==> src/rtl/hazard_ctrl.sv <==
// Pipeline hazard controller: load-use, branch, I/D-miss and halt handling.
// Tracks miss state, a pending redirect target and a saturating stall counter.
module hazard_ctrl #(
  parameter int RA_W = 3,
  parameter int PC_W = 16
) (
  input  logic            clk,
  input  logic            rst,
  input  logic [RA_W-1:0] id_rs,
  input  logic [RA_W-1:0] id_rt,
  input  logic            id_rs_used,
  input  logic            id_rt_used,
  input  logic            ex_memread,
  input  logic [RA_W-1:0] ex_rd,
  input  logic            branch_taken,
  input  logic [PC_W-1:0] branch_pc,
  input  logic            imem_stall,
  input  logic            dmem_stall,
  input  logic            wb_halt,
  output logic            pc_stall,
  output logic            fd_stall,
  output logic            fd_flush,
  output logic            de_bubble,
  output logic            freeze,
  output logic            redir_valid,
  output logic [PC_W-1:0] redir_pc,
  output logic [1:0]      state,
  output logic [15:0]     stall_cnt
);

  typedef enum logic [1:0] {
    RUN   = 2'd0,
    IMISS = 2'd1,
    DMISS = 2'd2,
    HALT  = 2'd3
  } stateT;

  stateT           cur;
  stateT           nxt;
  logic            redirPend;
  logic            pendNxt;
  logic [PC_W-1:0] redirPc;
  logic [PC_W-1:0] pcNxt;
  logic [15:0]     stallCnt;
  logic            loadUse;
  logic            isHalt;
  logic            dmemHit;
  logic            imissWait;
  logic            redirGo;

  assign loadUse = ex_memread &
    ((id_rs_used & (id_rs == ex_rd)) |
     (id_rt_used & (id_rt == ex_rd)));

  // Mutually exclusive decode terms, highest priority first.
  assign isHalt    = (cur == HALT);
  assign dmemHit   = !isHalt && dmem_stall;
  assign imissWait = (cur == IMISS) && !dmem_stall &&
                     imem_stall;
  assign redirGo   = (cur == IMISS) && !dmem_stall &&
                     !imem_stall && !branch_taken &&
                     redirPend;

  always_comb begin
    pc_stall    = 1'b0;
    fd_stall    = 1'b0;
    fd_flush    = 1'b0;
    de_bubble   = 1'b0;
    freeze      = 1'b0;
    redir_valid = 1'b0;
    nxt         = cur;
    pendNxt     = redirPend;
    pcNxt       = redirPc;
    unique case (1'b1)
      isHalt: begin
        pc_stall  = 1'b1;
        fd_flush  = 1'b1;
        de_bubble = 1'b1;
      end
      dmemHit: begin
        freeze   = 1'b1;
        pc_stall = 1'b1;
        fd_stall = 1'b1;
        nxt      = DMISS;
      end
      imissWait: begin
        pc_stall  = 1'b1;
        fd_flush  = 1'b1;
        de_bubble = branch_taken | loadUse;
        if (branch_taken) begin
          pendNxt = 1'b1;
          pcNxt   = branch_pc;
        end
      end
      redirGo: begin
        fd_flush    = 1'b1;
        redir_valid = 1'b1;
        pendNxt     = 1'b0;
        nxt         = RUN;
      end
      default: begin
        // RUN, DMISS release and IMISS release all decode as RUN.
        pendNxt = 1'b0;
        nxt     = RUN;
        if (branch_taken) begin
          fd_flush  = 1'b1;
          de_bubble = 1'b1;
        end else if (loadUse) begin
          pc_stall  = 1'b1;
          fd_stall  = 1'b1;
          de_bubble = 1'b1;
        end else if (imem_stall) begin
          pc_stall = 1'b1;
          fd_flush = 1'b1;
          nxt      = IMISS;
        end
      end
    endcase
    if (wb_halt) nxt = HALT;
  end

  always_ff @(posedge clk or posedge rst) begin
    if (rst) begin
      cur       <= RUN;
      redirPend <= 1'b0;
      redirPc   <= '0;
      stallCnt  <= 16'h0000;
    end else begin
      cur       <= nxt;
      redirPend <= pendNxt;
      redirPc   <= pcNxt;
      if (pc_stall && !isHalt && stallCnt != 16'hFFFF)
        stallCnt <= stallCnt + 16'h0001;
    end
  end

  assign redir_pc  = redirPc;
  assign state     = cur;
  assign stall_cnt = stallCnt;

endmodule

==> config.mk <==
export PLATFORM = sky130hd
export DESIGN_NAME = hazard_ctrl
export DESIGN_NICKNAME = d
export VERILOG_FILES = /design/src/rtl/hazard_ctrl.sv
export SDC_FILE = /design/constraint.sdc
export NUM_CORES = 1
export LEC_CHECK = 0
export BUFFER_PORTS_ARGS = -buffer_cell sky130_fd_sc_hd__clkbuf_2
export CAP_MARGIN = 10
export CORE_UTILIZATION = 50
export DETAILED_ROUTE_END_ITERATION = 10
export PLACE_DENSITY = 0.95
export SLEW_MARGIN = 10
export SYNTH_ARGS = -nofsm -noshare
export SYNTH_HDL_FRONTEND = slang
export SYNTH_SLANG_ARGS = --single-unit
==> constraint.sdc <==
create_clock -name clk -period 3.1 [get_ports clk]
set_clock_uncertainty 0.2 [all_clocks]
set_input_delay 0.155 -clock clk [delete_from_list [all_inputs] [get_ports clk]]
set_output_delay 0.155 -clock clk [all_outputs]
set_load 0.02 [all_outputs]
After elaboration in Yosys (flattened, before gate mapping)
Index checks and enable logic that the tools add are counted.
Word-level totals
  output and inout port bits: 40
  bits in registers: 35
  logic and storage cells: 58
  input port bits: 34
Cells by class
  eq/ne operators: 7
  add/subtract/negate cells: 1
  bitwise operators: 6
  reduce and logical (&&, ||, !) cells: 19
  mux-type cells: 21
Operator list (number)
  adder 16 x 1 -> 16 bit, second input constant: 1
  != test 16 bit, second input constant: 1
  2-to-1 mux 1 bit: 13
  logical AND 1 bit: 8
  one-hot mux 1 bit (2 select lines): 4
  == test 3 bit: 2
  one-hot mux 2 bit (3 select lines): 1
  OR reduction 2 bit: 3
  OR reduction 3 bit: 2
  logical NOT 1 bit: 4
  2-to-1 mux 2 bit: 2
  AND reduction 2 bit: 2
  bitwise AND 1 bit: 3
  one-hot mux 1 bit (3 select lines): 1
  == test 2 x 1 -> 1 bit, second input constant: 1
  == test 2 bit, second input constant: 1
  != test 2 x 1 -> 1 bit, second input constant: 1
  != test 2 bit, second input constant: 1
  bitwise OR 1 bit: 2
  inverter 1 bit: 1

Longest topological paths before layout
Gate-level depths: netlist of run 1.
  depth after elaboration: 9
  mapped depth: 8
  mapped depth without buffers: 7

Worst setup path before layout of run 1
Ideal clock, no wire load.
  path kind: register to output
  from: reg cur[0] (netlist: state[0])
  to: out fd_flush
  path slack: 1001 ps
  data arrival time: 1744 ps
  cell stages (with the launch flop): 7
  cell sequence: dfrtp_1 > buf_2 > nand2_1 > or4_4 > nand2b_4 > a21oi_1 > o21ai_0
Between the ends
  word-level cells in the longest chain between the ends: 7
  elaborated cells on any way between the ends: 11
Ends and longest elaborated chain
  start, declared: line 38  | stateT cur;
  start signal, assigned: line 129  | cur <= nxt;
  == test 2 x 1 -> 1 bit: line 58, 60
  logical AND 1 bit: line 58, 60
  logical AND 1 bit: line 60  | assign redirGo = (cur == IMISS) && !dmem_stall &&
  logical AND 1 bit (2 in a row): line 61  | !imem_stall && !branch_taken &&
  OR reduction 3 bit (no line)
  one-hot mux 1 bit (2 select lines) *: line 74  | unique case (1'b1)
  end, declared: line 22  | output logic fd_flush,
Every way passes the cells marked *; elsewhere a longest branch is shown, timed or not.

Final worst setup path of run 1
  from: in dmem_stall
  to: out fd_flush
Between the ends
  word-level cells in the longest chain between the ends: 7
  elaborated cells on any way between the ends: 9
Ends and longest elaborated chain
  start, declared: line 18  | input logic dmem_stall,
  logical NOT 1 bit: line 58, 60
  logical AND 1 bit: line 58, 60
  logical AND 1 bit: line 60
  logical AND 1 bit (2 in a row): line 61
  OR reduction 3 bit (no line)
  one-hot mux 1 bit (2 select lines) *: line 74
Marked as above.

==> out/results.tsv, run 1 <==
stage	metric	value	unit
die	core outline area	3340	um2
timing	Fin Hold WS	0.143	ns
pwr	clock network power share	0.343	
yosys	Mapped Cells	153	
yosys	main combinational cell family by area after synthesis	simple AND/OR/NAND/NOR gates	
route	vias per std cell	5.22	
pwr	pwr/cell area	397	nW/um2
yosys	Avg Inst Size Synth	11.4	um2
timing	worst setup margin	0.757	ns
place	Setup WS pre-CTS	0.988	ns
yosys	area share of fa/ha/maj cells after synthesis	0.00716	
timing	Hold Vio Cnt, Final	0	
timing	Slew @ Worst Pin	0.417	ns
yosys	Synth top area share	0.501	
layout	area grow syn2layout	39.2	%
yosys	Post-Synth XOR/XNOR Area	0.105	
clock_tree	clock root cell	clkbuf_4	
die	Initial Util	0.524	
clock_tree	post-CTS sizing	0	
clock_tree	Clock transition at path regs	0.11	ns
route	DR pass1 iterations	4	
die	die area	3740	um2
timing	Final Max Slew Viols	0	
clock_tree	clock sink count	35	
yosys	Area contributors post-synth	dfrtp_1 50%, xnor2_1 11%, mux2_2 10%, nand4_1 3.6%, nand2_1 2.4%	
yosys	mux cell area share after synthesis	0.110	
yosys	synthesized area	1750	um2
critical_path	CP required	2.74	ns
place	number of port buffers	73	
clock_tree	Post-CTS Setup Inserts	0	
clock_tree	number of hold buffers added after CTS	21	
pwr	internal power	713	uW
grt	first-pass GRT wire length	6320	um
timing	FMAX	0.427	GHz
pwr	Overall Power	967	uW
timing	Period Utilization, post-route	0.756	
timing	Setup Total Neg Slack	0	ns
timing	Final Critical Period	2.34	ns
yosys	cell accounting for the most synthesized area	dfrtp_1	
timing	RSZ-0062 raised after global routing	no	
clock_tree	H-Tree Depth	2	
pwr	VDD IR max	0.000344	V
critical_path	crit start category	primary input	
place	RePlAce Congestion	0.856	
grt	Total Routing Usage GR	0.234	
critical_path	Critical Path End Type	primary output	
grt	total gr overflow	0	
layout	Inserted Diodes	0	
die	top-level I/O count	74	
route	remaining antenna violation count after routing	0	
die	Die W	61.1	um
pwr	Sw Share	0.263	
pwr	Net Sw Power	254	uW
pwr	Sequential Power Share	0.509	
status	run status	complete, no violations	
yosys	compound-cell area share of the yosys netlist	0.0494	
clock_tree	clock buffer depth	2	
route	DR DRC count	0	
layout	fin nets	285	
route	WL/cell	13.5	um
flow_run	max_cap viols	0	
grt	initial antenna violation count	0	
critical_path	CP arrival	1.99	ns
route	wirelength, routed	4020	um
worst_hold_path	Hold WC Path Type	in2reg	
yosys	number of synthesis warnings	0	
layout	Filler Cells Inserted	251	
timing	setup violators final	0	
yosys	register area share after synthesis	0.501	
clock_tree	Clk Latency, worst-skew pair	0.34	ns
pwr	total leakage power	0.00123	uW
timing	Max-Slew Margin vs Limit	0.722	
grt	vias in the first global route	1482	
yosys	post-synthesis simple-gate area fraction	0.200	
clock_tree	cts bufs inserted	5	
yosys	register bit total from synthesis	35	
die	Row Count	21	
yosys	Synth cell types	33	
clock_tree	CTS tree	done	
place	Final HPWL DP	2800	um
layout	fraction of layout instances using a drive strength above 1	0.422	
critical_path	Max FO, Critical Path	10	
grt	largest net degree at the start of global routing	36	
yosys	syn_nets	188	
pwr	combinational share of power	0.148	
critical_path	Crit Path Class	in2out	
route	DR vias	1550	
die	die height	61.1	um
route	initial DRC count	62	
## power groups by stage
stage / Combinational (uW) / Sequential, uW / Clock (uW)
6_report: 143 / 492 / 332
2_1_floorplan: 46.1 / 521 / 0
4_1_cts: 144 / 492 / 339
3_3_place_gp: 120 / 499 / 0
5_1_grt: 158 / 495 / 361
3_5_place_dp: 124 / 501 / 0
## placed cells by master, fill, tap and decap left out, drive strengths merged, types with 4 or more instances in the layout
cell type,n
clkbuf,78
nor2,10
dfrtp,35
nand3,7
nand4,11
dlygate4sd3,21
and3,4
o21ai,8
mux2,17
nand2,12
xnor2,21
## flip-flops by register name, indices dropped and copies added, names as in the netlist
register	count
state	2
redirPend	1
stall_cnt	16
redir_pc	16
## final timing paths
check / startpoint / end / slack, ns / depth (start not counted)
worst max-delay path: dmem_stall / fd_flush / 0.76 / 7
worst min-delay path: branch_taken / state[0]$_DFFE_PP0P_ / 0.14 / 4
worst max register to register: state[1]$_DFFE_PP0P_ / stall_cnt[1]$_DFFE_PP0P_ / 0.97 / 5
worst min register to register: stall_cnt[13]$_DFFE_PP0P_ / stall_cnt[13]$_DFFE_PP0P_ / 0.31 / 1
max in group asynchronous: rst / stall_cnt[4]$_DFFE_PP0P_ / 2.19 / 4
min in group asynchronous: rst / redir_pc[13]$_DFFE_PP0P_ / 0.22 / 4
## cell type report
class / count / area [um2] / share of cell area
clock buffer: 5 / 37.5 / 0.0154
multi-input combinational: 110 / 825 / 0.339
clock inverter: 3 / 43.8 / 0.0180
inverter: 3 / 11.3 / 0.00463
timing repair buffer: 95 / 583 / 0.240
sequential: 35 / 876 / 0.360
tap: 46 / 57.6 / 0.0237
## worst max-delay path: stages
cell           delay, ns
dlygate4sd3_1       0.53
clkbuf_2            0.19
or4_4               0.57
nand2b_4            0.11
a21oi_1             0.05
o21ai_0             0.18
clkbuf_2            0.20
## cells in the mapped netlist (all sizes together)
master / instances
and3: 4
dfrtp: 35
nor2b: 1
nand2b: 2
and4: 3
mux2: 17
buf: 4
a21oi: 2
clkbuf: 1
nand2: 12
o21ai: 8
nor3: 3
o21a: 2
o22ai: 1
and3b: 1
nor4b: 1
nor2: 10
xnor2: 21
nand3: 7
nand4: 11
nand3b: 1
or4: 1
ha: 1
and2: 1
inv: 3
## cells by family after synthesis
group / Yosys count
buf+inv: 8
fa+ha+maj: 1
compound gates: 13
flops: 35
mux: 17
xor+xnor: 21
simple gates: 58
## per-stage QoR
stage          std cells  cell area (um2)  utilization
4_1_cts              297             2430        0.729
6_report             297             2430        0.729
3_3_place_gp         268             2140        0.642
3_5_place_dp         268             2140        0.642
5_1_grt              297             2430        0.729
2_1_floorplan        153             1750            -
## layer usage
metal,vias to the layer above,routed length [um],global-route usage
li1,737,-,-
met3,8,161,0.0567
met5,-,0,0
met4,0,80,0.120
met2,50,2220,0.421
met1,755,1560,0.256
No activity file was read; power rests on OpenSTA's default activity.
==> run 2: changes to the inputs <==
Settings changed: ABC_AREA set to 1, CORE_UTILIZATION 50 to 44, PLACE_DENSITY 0.95 to 0.88.
Clock period 3.1 ns to 1.9 ns, I/O delays scaled along.
==> out/results.tsv, run 2 <==
stage	metric	value	unit	change
grt	initial antenna violation count	0		unchanged
status	failing checks	setup timing		
layout	Inserted Diodes	0		unchanged
yosys	cell accounting for the most synthesized area	dfrtp_1		
route	vias per std cell	4.87		-6.6%
die	Row Count	23		+9.5%
clock_tree	clock root cell	clkbuf_8		
yosys	post-synthesis simple-gate area fraction	0.389		+0.189
pwr	Sw Share	0.241		-0.0216
clock_tree	Clk Latency, worst-skew pair	0.30	ns	-0.04 ns
layout	most frequent cells in the layout	114 x nand2_1, 70 x clkbuf_2, 33 x dfrtp_1, 26 x nand3_1, 24 x inv_1		
critical_path	Critical Path End Type	primary output		
timing	Final Max Slew Viols	0		unchanged
critical_path	crit path buf inv count	2		-1
clock_tree	H-Tree Depth	2		unchanged
layout	Layout Cells excl Fill	438		+47%
layout	Filler Cells Inserted	326		+30%
route	remaining antenna violation count after routing	0		unchanged
yosys	mux cell area share after synthesis	0		-0.110
route	DR vias	2134		+38%
die	die height	68.3	um	+12%
place	Final HPWL DP	3620	um	+29%
critical_path	Crit Path Class	reg2out		
yosys	Synth cell types	25		-24%
yosys	Top FF cell, synth	dfrtp_1		
critical_path	CP arrival	1.70	ns	-0.29 ns
timing	setup violators final	3		+3
grt	largest net degree at the start of global routing	36		unchanged
grt	Total Routing Usage GR	0.261		+0.0263
yosys	compound-cell area share of the yosys netlist	0.0220		-0.0274
yosys	area share of fa/ha/maj cells after synthesis	0.00647		-0.000686
critical_path	CP most frequent cell	nand2_2		
critical_path	Slowest cell on crit path	dfrtp_1		
yosys	Post-synth EDFFs	0		unchanged
clock_tree	CTS tree	done		
status	run status	complete, but fails checks		
yosys	register area share after synthesis	0.453		-0.0480
critical_path	Crit path max-delay family	simple AND/OR/NAND/NOR gates		
yosys	synthesized area	1930	um2	+11%
timing	Final Critical Period	1.99	ns	
layout	fraction of layout instances using a drive strength above 1	0.317		-0.105
grt	vias in the first global route	2079		+40%
yosys	ys async rst share	1.00		unchanged
route	DR DRC count	0		unchanged
yosys	Post-Synth XOR/XNOR Area	0.0634		-0.0418
critical_path	critical-path cell list	nand3b_1, or2_1, nand2_2, nor2_4, buf_6, nand2_2, o22ai_2, clkbuf_8		
critical_path	Reg2Reg Depth	8		+3
flow_run	max_cap viols	0		unchanged
die	Die W	68.3	um	+12%
timing	Max-Slew Margin vs Limit	0.708		-0.0138
layout	most common cell after layout, fill and taps aside	nand2_1		
yosys	main combinational cell family by area after synthesis	simple AND/OR/NAND/NOR gates		
yosys	count leader, synth	nand2_1		
timing	Period Utilization, post-route	1.05		
yosys	number of synthesis warnings	0		unchanged
critical_path	CP required	1.60	ns	-1.14 ns
pwr	clock network power share	0.405		+0.062
place	number of port buffers	73		unchanged
yosys	Synth top area share	0.453		-0.0480
pwr	combinational share of power	0.082		-0.066
critical_path	crit start category	flop		
die	top-level I/O count	74		unchanged
worst_hold_path	Worst Hold Depth	4		unchanged
clock_tree	cts bufs inserted	5		unchanged
timing	FMAX	0.502	GHz	
worst_hold_path	Hold WC Path Type	in2reg		
pwr	Net Sw Power	350	uW	+38%
route	initial DRC count	97		+56%
pwr	pwr/cell area	497	nW/um2	+25%
yosys	Mapped Cells	268		+75%
clock_tree	Clock transition at path regs	0.07	ns	-0.04 ns
clock_tree	clock buffer depth	2		unchanged
timing	Hold Vio Cnt, Final	0		unchanged
die	Initial Util	0.470		-0.0541
die	core outline area	4120	um2	+23%
grt	total gr overflow	0		unchanged
pwr	VDD IR max	0.000408	V	+18%
timing	Fin Hold WS	0.0952	ns	-0.0476 ns
timing	RSZ-0062 raised after global routing	yes		
critical_path	Worst path max stage delay	0.38	ns	-0.19 ns
die	die area	4660	um2	+25%
yosys	Area contributors post-synth	dfrtp_1 45%, nand2_1 23%, nand3_1 7.0%, inv_1 4.7%, xor2_1 4.5%		
place	Cells after DPL	401		+50%
critical_path	stages on the worst setup path	8		+1
place	RePlAce Congestion	0.849		-0.79%
clock_tree	clock sink count	35		unchanged
yosys	syn_nets	303		+61%
pwr	internal power	1100	uW	+55%
route	wirelength, routed	5540	um	+38%
critical_path	Max FO, Critical Path	2		-8
route	WL/cell	12.7	um	-6.4%
pwr	total leakage power	0.00162	uW	+32%
yosys	register bit total from synthesis	35		unchanged
timing	Slew @ Worst Pin	0.437	ns	+0.0206 ns
yosys	Avg Inst Size Synth	7.21	um2	-37%
pwr	Sequential Power Share	0.513		+0.004
layout	fin nets	422		+48%
grt	first-pass GRT wire length	8870	um	+40%
layout	area grow syn2layout	51.2	%	
timing	worst setup margin	-0.0908	ns	-0.847 ns
yosys	most instantiated cells after synthesis	117 x nand2_1, 35 x dfrtp_1, 27 x nand3_1		
route	DR pass1 iterations	4		unchanged
-- run 2: cell type report --
cell class | count | area, um2 | share of cell area
clock buffers | 6 | 82.6 | 0.0283
clock inverters | 2 | 16.3 | 0.00557
well taps | 50 | 62.6 | 0.0214
multi-input cells | 202 | 992 | 0.339
repair buffers | 117 | 793 | 0.271
inverters | 26 | 97.6 | 0.0334
flip-flops and latches | 35 | 878 | 0.301
-- run 2: final timing paths --
| path | slack, ns | endpoint | startpoint |
|---|---|---|---|
| setup / recovery | -0.09 | fd_stall | state[1]$_DFFE_PP0P_ |
| hold / removal | 0.1 | state[0]$_DFFE_PP0P_ | branch_taken |
| setup reg to reg | 0.02 | redir_pc[1]$_DFFE_PP0P_ | state[1]$_DFFE_PP0P_ |
| hold reg to reg | 0.27 | redir_pc[0]$_DFFE_PP0P_ | redir_pc[0]$_DFFE_PP0P_ |
| max in group asynchronous | 0.93 | stall_cnt[0]$_DFFE_PP0P_ | rst |
| min in group asynchronous | 0.24 | redir_pc[10]$_DFFE_PP0P_ | rst |
-- run 2: layer usage --
layer  global-route usage  routed length, um  vias up
met1                0.293               2250      989
met2                0.464               2920       68
met5                    0                  0        -
met3               0.0767                288       10
li1                     -                  -     1067
met4               0.0885                 88        0
-- run 2: what timing repair did --
item	in CTS	in global routing
endpoints found under the setup margin	2	18
pin swaps	2	4
gates resized for setup	9	7
hold buffers	20	0
endpoints found under the hold margin	53	0
buffers inserted	7	2
-- run 2: cell families (layout without fill, tap and decap cells) --
group / count (synthesis) / after routing
and+or+nand+nor: 180 / 180
buffers and inverters: 31 / 151
DFF: 35 / 35
AOI/OAI and AO/OA: 7 / 7
xor gates and xnor gates: 14 / 14
adders and majority gates: 1 / 1
-- run 2: worst register-to-register path, stage by stage, from the launching register on --
cell	delay, ns
dfrtp_1	0.38
nand3b_1	0.20
or2_1	0.27
buf_4	0.15
buf_4	0.14
nor2_2	0.13
inv_2	0.14
nand2_1	0.10
nand2_1	0.06
-- run 2: metrics by stage --
stage          setup TNS (ns)  total power [uW]   util  cell area [um2]  setup slack (ns)
2_1_floorplan               0               796      -             1980           0.00491
3_3_place_gp                0               841  0.607             2500             0.126
3_5_place_dp                0               844  0.607             2500            0.0447
4_1_cts               -0.0846              1450  0.701             2890           -0.0688
5_1_grt                -0.948              1520  0.710             2920            -0.154
6_report               -0.174              1450  0.710             2920           -0.0908
-- run 2: power by group through the flow --
| stage | Clock [uW] | Combinational (uW) | Sequential [uW] |
|---|---|---|---|
| floorplan | 0 | 37.4 | 759 |
| global placement | 0 | 82.0 | 759 |
| detailed placement | 0 | 84.6 | 759 |
| CTS | 593 | 116 | 744 |
| global route | 638 | 133 | 744 |
| finish | 588 | 119 | 744 |
==> run 3: changes to the inputs <==
Settings changed: BUFFER_PORTS_ARGS -buffer_cell sky130_fd_sc_hd__clkbuf_2 to -buffer_cell sky130_fd_sc_hd__buf_4.
==> out/results.tsv, run 3 (synthesized netlist as in run 2, its figures left out) <==
stage	metric	value	unit	change
status	run status	complete, no violations		
route	remaining antenna violation count after routing	0		unchanged
pwr	Net Sw Power	344	uW	-1.6%
route	wirelength, routed	5360	um	-3.3%
pwr	Sw Share	0.235		-0.00645
timing	setup violators final	0		-3
pwr	total leakage power	0.00165	uW	+1.8%
critical_path	Max FO, Critical Path	4		+2
die	die height	68.3	um	unchanged
layout	Final Cell Area	3050	um2	+4.5%
layout	final core utilization	0.742		+0.0319
timing	Hold Vio Cnt, Final	0		unchanged
grt	Total Routing Usage GR	0.256		-0.00439
layout	most common cell after layout, fill and taps aside	nand2_1		
route	DR DRC count	0		unchanged
clock_tree	clock sink count	35		unchanged
clock_tree	clock buffer depth	2		unchanged
worst_hold_path	Hold WC Path Type	in2reg		
critical_path	Critical Path End Type	primary output		
die	top-level I/O count	74		unchanged
layout	area grow syn2layout	58.0	%	
place	RePlAce Congestion	0.878		+3.3%
route	vias per std cell	4.87		about the same
grt	initial antenna violation count	0		unchanged
place	Final HPWL DP	3490	um	-3.7%
critical_path	crit start category	flop		
timing	Final Max Slew Viols	0		unchanged
pwr	VDD IR max	0.000402	V	-1.3%
place	number of port buffers	73		unchanged
timing	Fin Hold WS	0.0786	ns	-0.0166 ns
pwr	clock network power share	0.397		-0.008
timing	Slew @ Worst Pin	0.434	ns	-0.00378 ns
pwr	internal power	1120	uW	+1.9%
critical_path	CP arrival	1.60	ns	-0.10 ns
place	Placed Instance Area	2680	um2	+7.3%
layout	Filler Cells Inserted	314		-3.7%
timing	Final Critical Period	1.89	ns	-0.0960 ns
pwr	Sequential Power Share	0.507		-0.006
grt	largest net degree at the start of global routing	36		unchanged
pwr	combinational share of power	0.096		+0.014
timing	worst setup margin	0.00515	ns	+0.0960 ns
route	initial DRC count	81		-16%
route	DR vias	2113		-0.98%
clock_tree	H-Tree Depth	2		unchanged
layout	fraction of layout instances using a drive strength above 1	0.297		-0.0201
die	die area	4660	um2	unchanged
critical_path	Crit Path Class	reg2out		
place	Setup WS pre-CTS	0.0716	ns	+0.0268 ns
die	core outline area	4120	um2	unchanged
layout	most frequent cells in the layout	116 x nand2_1, 88 x buf_4, 33 x dfrtp_1, 26 x nand3_1, 24 x inv_1		
layout	fin nets	418		-0.95%
grt	first-pass GRT wire length	8760	um	-1.2%
timing	RSZ-0062 raised after global routing	yes		
critical_path	CP required	1.60	ns	about the same
grt	vias in the first global route	2081		+0.096%
clock_tree	Clock transition at path regs	0.07	ns	about the same
die	Die W	68.3	um	unchanged
timing	Period Utilization, post-route	0.997		-0.0505
grt	total gr overflow	0		unchanged
die	Initial Util	0.470		unchanged
clock_tree	cts bufs inserted	5		unchanged
pwr	Overall Power	1470	uW	+1.1%
pwr	pwr/cell area	480	nW/um2	-3.3%
die	Row Count	23		unchanged
flow_run	max_cap viols	0		unchanged
clock_tree	Clk Latency, worst-skew pair	0.29	ns	about the same
timing	Max-Slew Margin vs Limit	0.711		+0.00252
layout	Inserted Diodes	0		unchanged
clock_tree	clock root cell	clkbuf_8		
route	DR pass1 iterations	4		unchanged
clock_tree	CTS tree	done		
timing	FMAX	0.528	GHz	+5.1%
route	WL/cell	12.4	um	-2.4%
run 3: final timing paths:
check                                              from  cells past startpoint  slack (ns)                   endpoint
worst max-delay path               state[1]$_DFFE_PP0P_                      7       0.005                   pc_stall
worst min-delay path                         imem_stall                      5        0.08       state[0]$_DFFE_PP0P_
worst max register to register     state[1]$_DFFE_PP0P_                      9        0.10  stall_cnt[10]$_DFFE_PP0P_
worst min register to register  redir_pc[4]$_DFFE_PP0P_                      2        0.28    redir_pc[4]$_DFFE_PP0P_
max in group asynchronous                           rst                      4        0.89   stall_cnt[0]$_DFFE_PP0P_
min in group asynchronous                           rst                      4        0.27    redir_pc[3]$_DFFE_PP0P_
run 3: timing repair:
action                                  4_1_cts  5_1_grt
resized for setup                             2        6
pin swaps                                     2        3
endpoints found under the setup margin        2       19
buffers inserted                              3        0
hold endpoints to repair                     54        0
hold buffers                                 22        0
run 3: routing by layer:
layer  global-route usage  part of all wire  vias up
met5                    0                 0        -
met4                0.104             0.015        0
met3               0.0583             0.046        7
met2                0.466              0.53       63
met1                0.285              0.41      981
li1                     -                 -     1062
run 3: layout make-up:
cell class | instances | area [um2] | area share
inverter | 26 | 97.6 | 0.0320
clock inverter | 2 | 16.3 | 0.00533
multi-input combinational | 202 | 990 | 0.324
timing repair buffer | 113 | 927 | 0.304
tap | 50 | 62.6 | 0.0205
sequential | 35 | 878 | 0.288
clock buffer | 6 | 82.6 | 0.0270
run 3: power groups by stage:
stage	registers, uW	logic, uW	clock network, uW
6_report	744	141	583
5_1_grt	744	155	636
4_1_cts	744	137	596
3_5_place_dp	759	103	0
3_3_place_gp	759	101	0
2_1_floorplan	759	37.4	0
run 3: critical path: stages (launching register included):
cell,delay (ns)
dfrtp_1,0.40
nand3b_1,0.20
or2_1,0.26
nand2_2,0.10
nor2_4,0.05
nand2_2,0.09
buf_12,0.11
buf_8,0.10
run 3: through the flow:
stage / TNS [ns] / instances
floorplan: 0 / 268
global placement: 0 / 401
detailed placement: 0 / 401
CTS: 0 / 434
global route: -0.135 / 434
finish: 0 / 434
